<file path="config.mk">
export PLATFORM = sky130hd
export DESIGN_NAME = vending_return_controller
export DESIGN_NICKNAME = d
export VERILOG_FILES = /design/src/rtl/vending_return_controller.sv
export SDC_FILE = /design/constraint.sdc
export NUM_CORES = 1
export LEC_CHECK = 0
export ABC_CLOCK_PERIOD_IN_PS = 9600
export CELL_PAD_IN_SITES_DETAIL_PLACEMENT = 0
export CELL_PAD_IN_SITES_GLOBAL_PLACEMENT = 1
export CORE_MARGIN = 4
export CORE_UTILIZATION = 43
export DETAILED_ROUTE_END_ITERATION = 8
export PLACE_DENSITY = 0.93
export SETUP_SLACK_MARGIN = 0.3
export SYNTH_ARGS = -nofsm -noshare
export SYNTH_HDL_FRONTEND = slang
export SYNTH_SLANG_ARGS = --single-unit
export TNS_END_PERCENT = 1
</file>
<file path="constraint.sdc">
create_clock -name clk -period 9.6 [get_ports clk]
set_clock_uncertainty 0.05 [all_clocks]
set_input_delay 2.88 -clock clk [delete_from_list [all_inputs] [get_ports clk]]
set_output_delay 2.88 -clock clk [all_outputs]
set_load 0.02 [all_outputs]
</file>
<file path="src/rtl/vending_return_controller.sv">
// Change-return sequencer: inactivity timer, return decision, and
// largest-coin-first hopper drive under a ready handshake.
module vending_return_controller #(
  parameter int TOTAL_BITS  = 31,
  parameter int NUM_COINS   = 3,
  parameter int WAIT_CYCLES = 100,
  parameter int COIN_VAL0   = 100,
  parameter int COIN_VAL1   = 500,
  parameter int COIN_VAL2   = 1000
) (
  input  logic                  clk,
  input  logic                  reset_n,
  input  logic [TOTAL_BITS-1:0] i_balance,
  input  logic                  i_trigger_return,
  input  logic                  i_activity,
  input  logic                  i_hopper_ready,
  output logic [NUM_COINS-1:0]  o_return_coin,
  output logic                  o_returning,
  output logic [31:0]           o_wait_time,
  output logic                  o_done,
  output logic [TOTAL_BITS-1:0] o_residue
);

  localparam logic [1:0] S_IDLE   = 2'd0;
  localparam logic [1:0] S_WAIT   = 2'd1;
  localparam logic [1:0] S_RETURN = 2'd2;

  localparam logic [TOTAL_BITS-1:0] C_MIN    = TOTAL_BITS'(COIN_VAL0);
  localparam logic [31:0]           C_RELOAD = 32'(WAIT_CYCLES);

  function automatic logic [TOTAL_BITS-1:0] coin_val(input int k);
    case (k)
      0:       return TOTAL_BITS'(COIN_VAL0);
      1:       return TOTAL_BITS'(COIN_VAL1);
      default: return TOTAL_BITS'(COIN_VAL2);
    endcase
  endfunction

  logic [1:0]            r_state;
  logic [31:0]           r_timer;
  logic [TOTAL_BITS-1:0] r_remaining;
  logic                  r_done;
  logic [TOTAL_BITS-1:0] r_residue;

  logic [NUM_COINS-1:0]  w_sel;
  logic [TOTAL_BITS-1:0] w_val;
  logic [NUM_COINS-1:0]  w_strobe;
  logic [TOTAL_BITS-1:0] w_next_rem;

  // Denominations ascend with index, so the last fitting coin is the largest.
  always_comb begin
    w_sel = '0;
    w_val = '0;
    for (int k = 0; k < NUM_COINS; k++) begin
      if (r_remaining >= coin_val(k)) begin
        w_sel    = '0;
        w_sel[k] = 1'b1;
        w_val    = coin_val(k);
      end
    end
  end

  assign w_strobe   = (r_state == S_RETURN && i_hopper_ready) ? w_sel : '0;
  assign w_next_rem = r_remaining - ((|w_strobe) ? w_val : '0);

  always_ff @(posedge clk or negedge reset_n) begin
    if (!reset_n) begin
      r_state     <= S_IDLE;
      r_timer     <= C_RELOAD;
      r_remaining <= '0;
      r_done      <= 1'b0;
      r_residue   <= '0;
    end else begin
      r_done <= 1'b0;
      case (r_state)
        S_IDLE: begin
          r_timer <= C_RELOAD;
          if (i_balance >= C_MIN) r_state <= S_WAIT;
        end
        S_WAIT: begin
          if (i_trigger_return) begin
            r_state     <= S_RETURN;
            r_remaining <= i_balance;
          end else if (i_activity) begin
            r_timer <= C_RELOAD;
          end else if (r_timer == 32'd0) begin
            r_state     <= S_RETURN;
            r_remaining <= i_balance;
          end else if (i_balance < C_MIN) begin
            r_state <= S_IDLE;
            r_timer <= C_RELOAD;
          end else begin
            r_timer <= r_timer - 32'd1;
          end
        end
        S_RETURN: begin
          // Finish on the edge that takes the last coin so N coins cost N cycles.
          r_remaining <= w_next_rem;
          if (w_next_rem < C_MIN) begin
            r_state   <= S_IDLE;
            r_residue <= w_next_rem;
            r_done    <= 1'b1;
            r_timer   <= C_RELOAD;
          end
        end
        default: r_state <= S_IDLE;
      endcase
    end
  end

  assign o_return_coin = w_strobe;
  assign o_returning   = (r_state == S_RETURN);
  assign o_wait_time   = r_timer;
  assign o_done        = r_done;
  assign o_residue     = r_residue;

endmodule
</file>
==> reports/metrics.csv <==
stage,metric,value,unit
power,leakage,2.90,nW
sta,min_period,7.47,ns
detailed_routing,vias,5545,
cts,cts.repair.resized,0,
floorplan,initial_core_util,44.2,%
sta,fin_crit_sh,77.9,%
critical_path,worstPathArrival,7.66,ns
critical_path,cp_slowest_cell,a2111oi_0,
synthesis,synth_enable_flop_cells,0,
sta,max_freq,134,MHz
cts,cts_made_buffers,9,
power,power_frac_clock,19.2,%
critical_path,cp.required,9.79,ns
synthesis,synthTopCellsByCount,"dfrtp_1, nand2_1, nor2_1, a21oi_1, o21ai_0",
critical_path,setup.worst_path.end_class,register,
critical_path,cp_cell_sequence,"clkdlybuf4s50_1, nand3_1, nor2_1, ha_1, fa_1, nand2b_1, a2111oi_0, nor4_1, a211o_1, a211oi_2, nand4_1, o31ai_4, buf_4, nand2_1, a22o_1",
critical_path,crit_type,input port to register,
detailed_routing,drtAntennaViolNets,0,
cts,cts_max_level,3,
synthesis,netlist_area,5600,µm²
global_routing,grt_pass1_wl,27100,µm
detailed_routing,viasPerCell,6.00,
power,power_density,254,nW/µm²
synthesis,synth_top_area_share,42.0,%
synthesis,synth-async-reset-ratio,100,%
global_routing,overflow,0,
global_routing,antenna_found_initial,0,
sta,tightest_slew,1.26,ns
final_layout,nNetsFinal,794,
floorplan,die_x,122,µm
sta,tns,0,ns
placement,routabilityCongestion,1.02,
synthesis,yosys_warnings,0,
detailed_routing,wl,16800,µm
detailed_routing,first_pass_iters,5,
synthesis,yosysSeqAreaShare,43.4,%
cts,insertion_delay,0.35,ns
final_layout,drive_above_1_share,6.38,%
critical_path,cp-start-kind,input port,
global_routing,grt_max_degree,59,
min_path,hold_path.class,register to register,
power,combPwrFrac,45.4,%
global_routing,grt_usage,22.8,%
final_layout,diodes,0,
global_routing,grt_pass1_vias,5283,
detailed_routing,drc,0,
cts,cts_tree,built,
synthesis,synth_top_flop_cell,dfrtp_1,
critical_path,max_stage_delay,0.83,ns
floorplan,die_y,122,µm
floorplan,die-area,14900,µm²
power,p_total,1.80,mW
cts,cts_hold_buf,0,
sta,slew_headroom,15.9,%
placement,dp_hpwl,12200,µm
floorplan,pin_count,104,
synthesis,syn_nets,699,
power,switching_share,45.3,%
power,seqPwrFrac,35.3,%
cts,ctsLongestPathBuffers,2,
synthesis,synth.area.top_cells,"dfrtp_1, nand2_1, nor2_1",
run_status,outcome,"finished, final reports clean",
synthesis,yosysTopAreaCell,dfrtp_1,
sta,slew_viol_final,0,
power,p_int,0.982,mW
power,vdd_ir_drop_max,0.109,mV
detailed_routing,drtIter0Drc,621,
synthesis,syn_inst,653,
run,drv_cap,0,
cts,cts-root-buf,clkbuf_16,
sta,setup-violations-final,0,
synthesis,avgSynthCellArea,8.58,µm²
final_layout,area_growth_syn_to_layout,26.2,%
cts,cts_sinks,97,
cts,clkTransAtPathRegs,0.07,ns
synthesis,synth_cell_types,67,
cts,cts_setup_buffers,0,
synthesis,synth_most_common_cell,dfrtp_1,
synthesis,synth_seq_cells,97,
placement,port_buffers,103,
critical_path,cp_max_fo,22,
sta,finalHoldViolations,0,
sta,rsz0062_at_grt,false,
floorplan,num_rows,41,
floorplan,core,12700,µm²
detailed_routing,wire_per_inst,18.2,µm
power,p_sw,0.815,mW
-- placed cells by master, fill, tap and decap left out, drive strengths merged, types with 9 or more instances in the layout --
cell	instances
clkdlybuf4s50	102
dfrtp	94
nand2	91
nor2	68
a21oi	45
o21ai	41
nor2b	27
a31oi	26
inv	22
nand3	21
nor3	21
nor4	18
clkbuf	10
a21o	9
or3	9
ha	9
-- metrics by stage --
stage | hold slack (ns) | std cells | worst slack, ns | utilization (%) | instance area (µm²)
after global routing | 0.464 | 924 | 1.78 | 55.8 | 7070
after global placement | 0.411 | 909 | 2.06 | 53.6 | 6790
after CTS | 0.447 | 924 | 2.17 | 55.8 | 7070
after detailed placement | 0.415 | 909 | 1.83 | 53.6 | 6790
after floorplan | 0.390 | 653 | 3.26 | - | 5600
final | 0.440 | 924 | 2.13 | 55.8 | 7070
-- kinds of logic after synthesis --
| group | count (synthesis) | synth area share [%] |
|---|---|---|
| DFF | 97 | 43.4 |
| adders and majority gates | 10 | 2.37 |
| muxes | 9 | 1.74 |
| AOI/OAI and AO/OA | 176 | 20.5 |
| and+or+nand+nor | 307 | 27.5 |
| xor gates and xnor gates | 7 | 1.09 |
| buffers and inverters | 47 | 3.42 |
-- power groups by stage --
stage | Clock (mW) | Sequential, mW | Combinational [mW]
6_report | 0.346 | 0.635 | 0.816
4_1_cts | 0.349 | 0.628 | 0.803
3_5_place_dp | 0 | 0.635 | 0.796
2_1_floorplan | 0 | 0.606 | 0.561
5_1_grt | 0.369 | 0.647 | 0.903
3_3_place_gp | 0 | 0.629 | 0.771
-- worst paths after layout --
kind	startpoint	endpoint	slack [ns]	depth (start not counted)
setup / recovery	i_hopper_ready	o_wait_time[3]	2.13	15
hold / removal	r_remaining[0]	r_remaining[0]	0.44	2
setup reg to reg	r_remaining[15]	o_wait_time[3]	2.64	19
hold reg to reg	r_remaining[0]	r_remaining[0]	0.44	2
max in group asynchronous	reset_n	r_remaining[13]	5.90	2
min in group asynchronous	reset_n	o_residue[16]	2.44	1
-- layout make-up --
type                            count  area [µm²]
Tap cell                          172         215
Fill cell                        1203        5600
Timing Repair Buffer              110        1080
Sequential cell                    97        2430
Clock inverter                      5        38.8
Clock buffer                       10         239
Inverter                           21        78.8
Multi-Input combinational cell    509        2980
-- worst max-delay path: cells and delay by family --
| kind | cells | cell delay, ns |
|---|---|---|
| simple gates | 6 | 1.01 |
| fa+ha+maj | 2 | 0.65 |
| buf+inv | 2 | 0.76 |
| compound gates | 5 | 2.35 |
-- metal layers --
| metal | GRT usage (%) | wire length (µm) |
|---|---|---|
| met4 | 7.63 | 367 |
| met5 | 0 | 0 |
| met3 | 3.76 | 1080 |
| met1 | 31.8 | 7630 |
| met2 | 36.4 | 7760 |
-- state kept, by name (all words and copies together) (netlist names) --
signal and flops:
o_done 1, o_residue 31, o_wait_time 32, r_remaining 31, r_state 2
No activity file was read; power rests on OpenSTA's default activity.
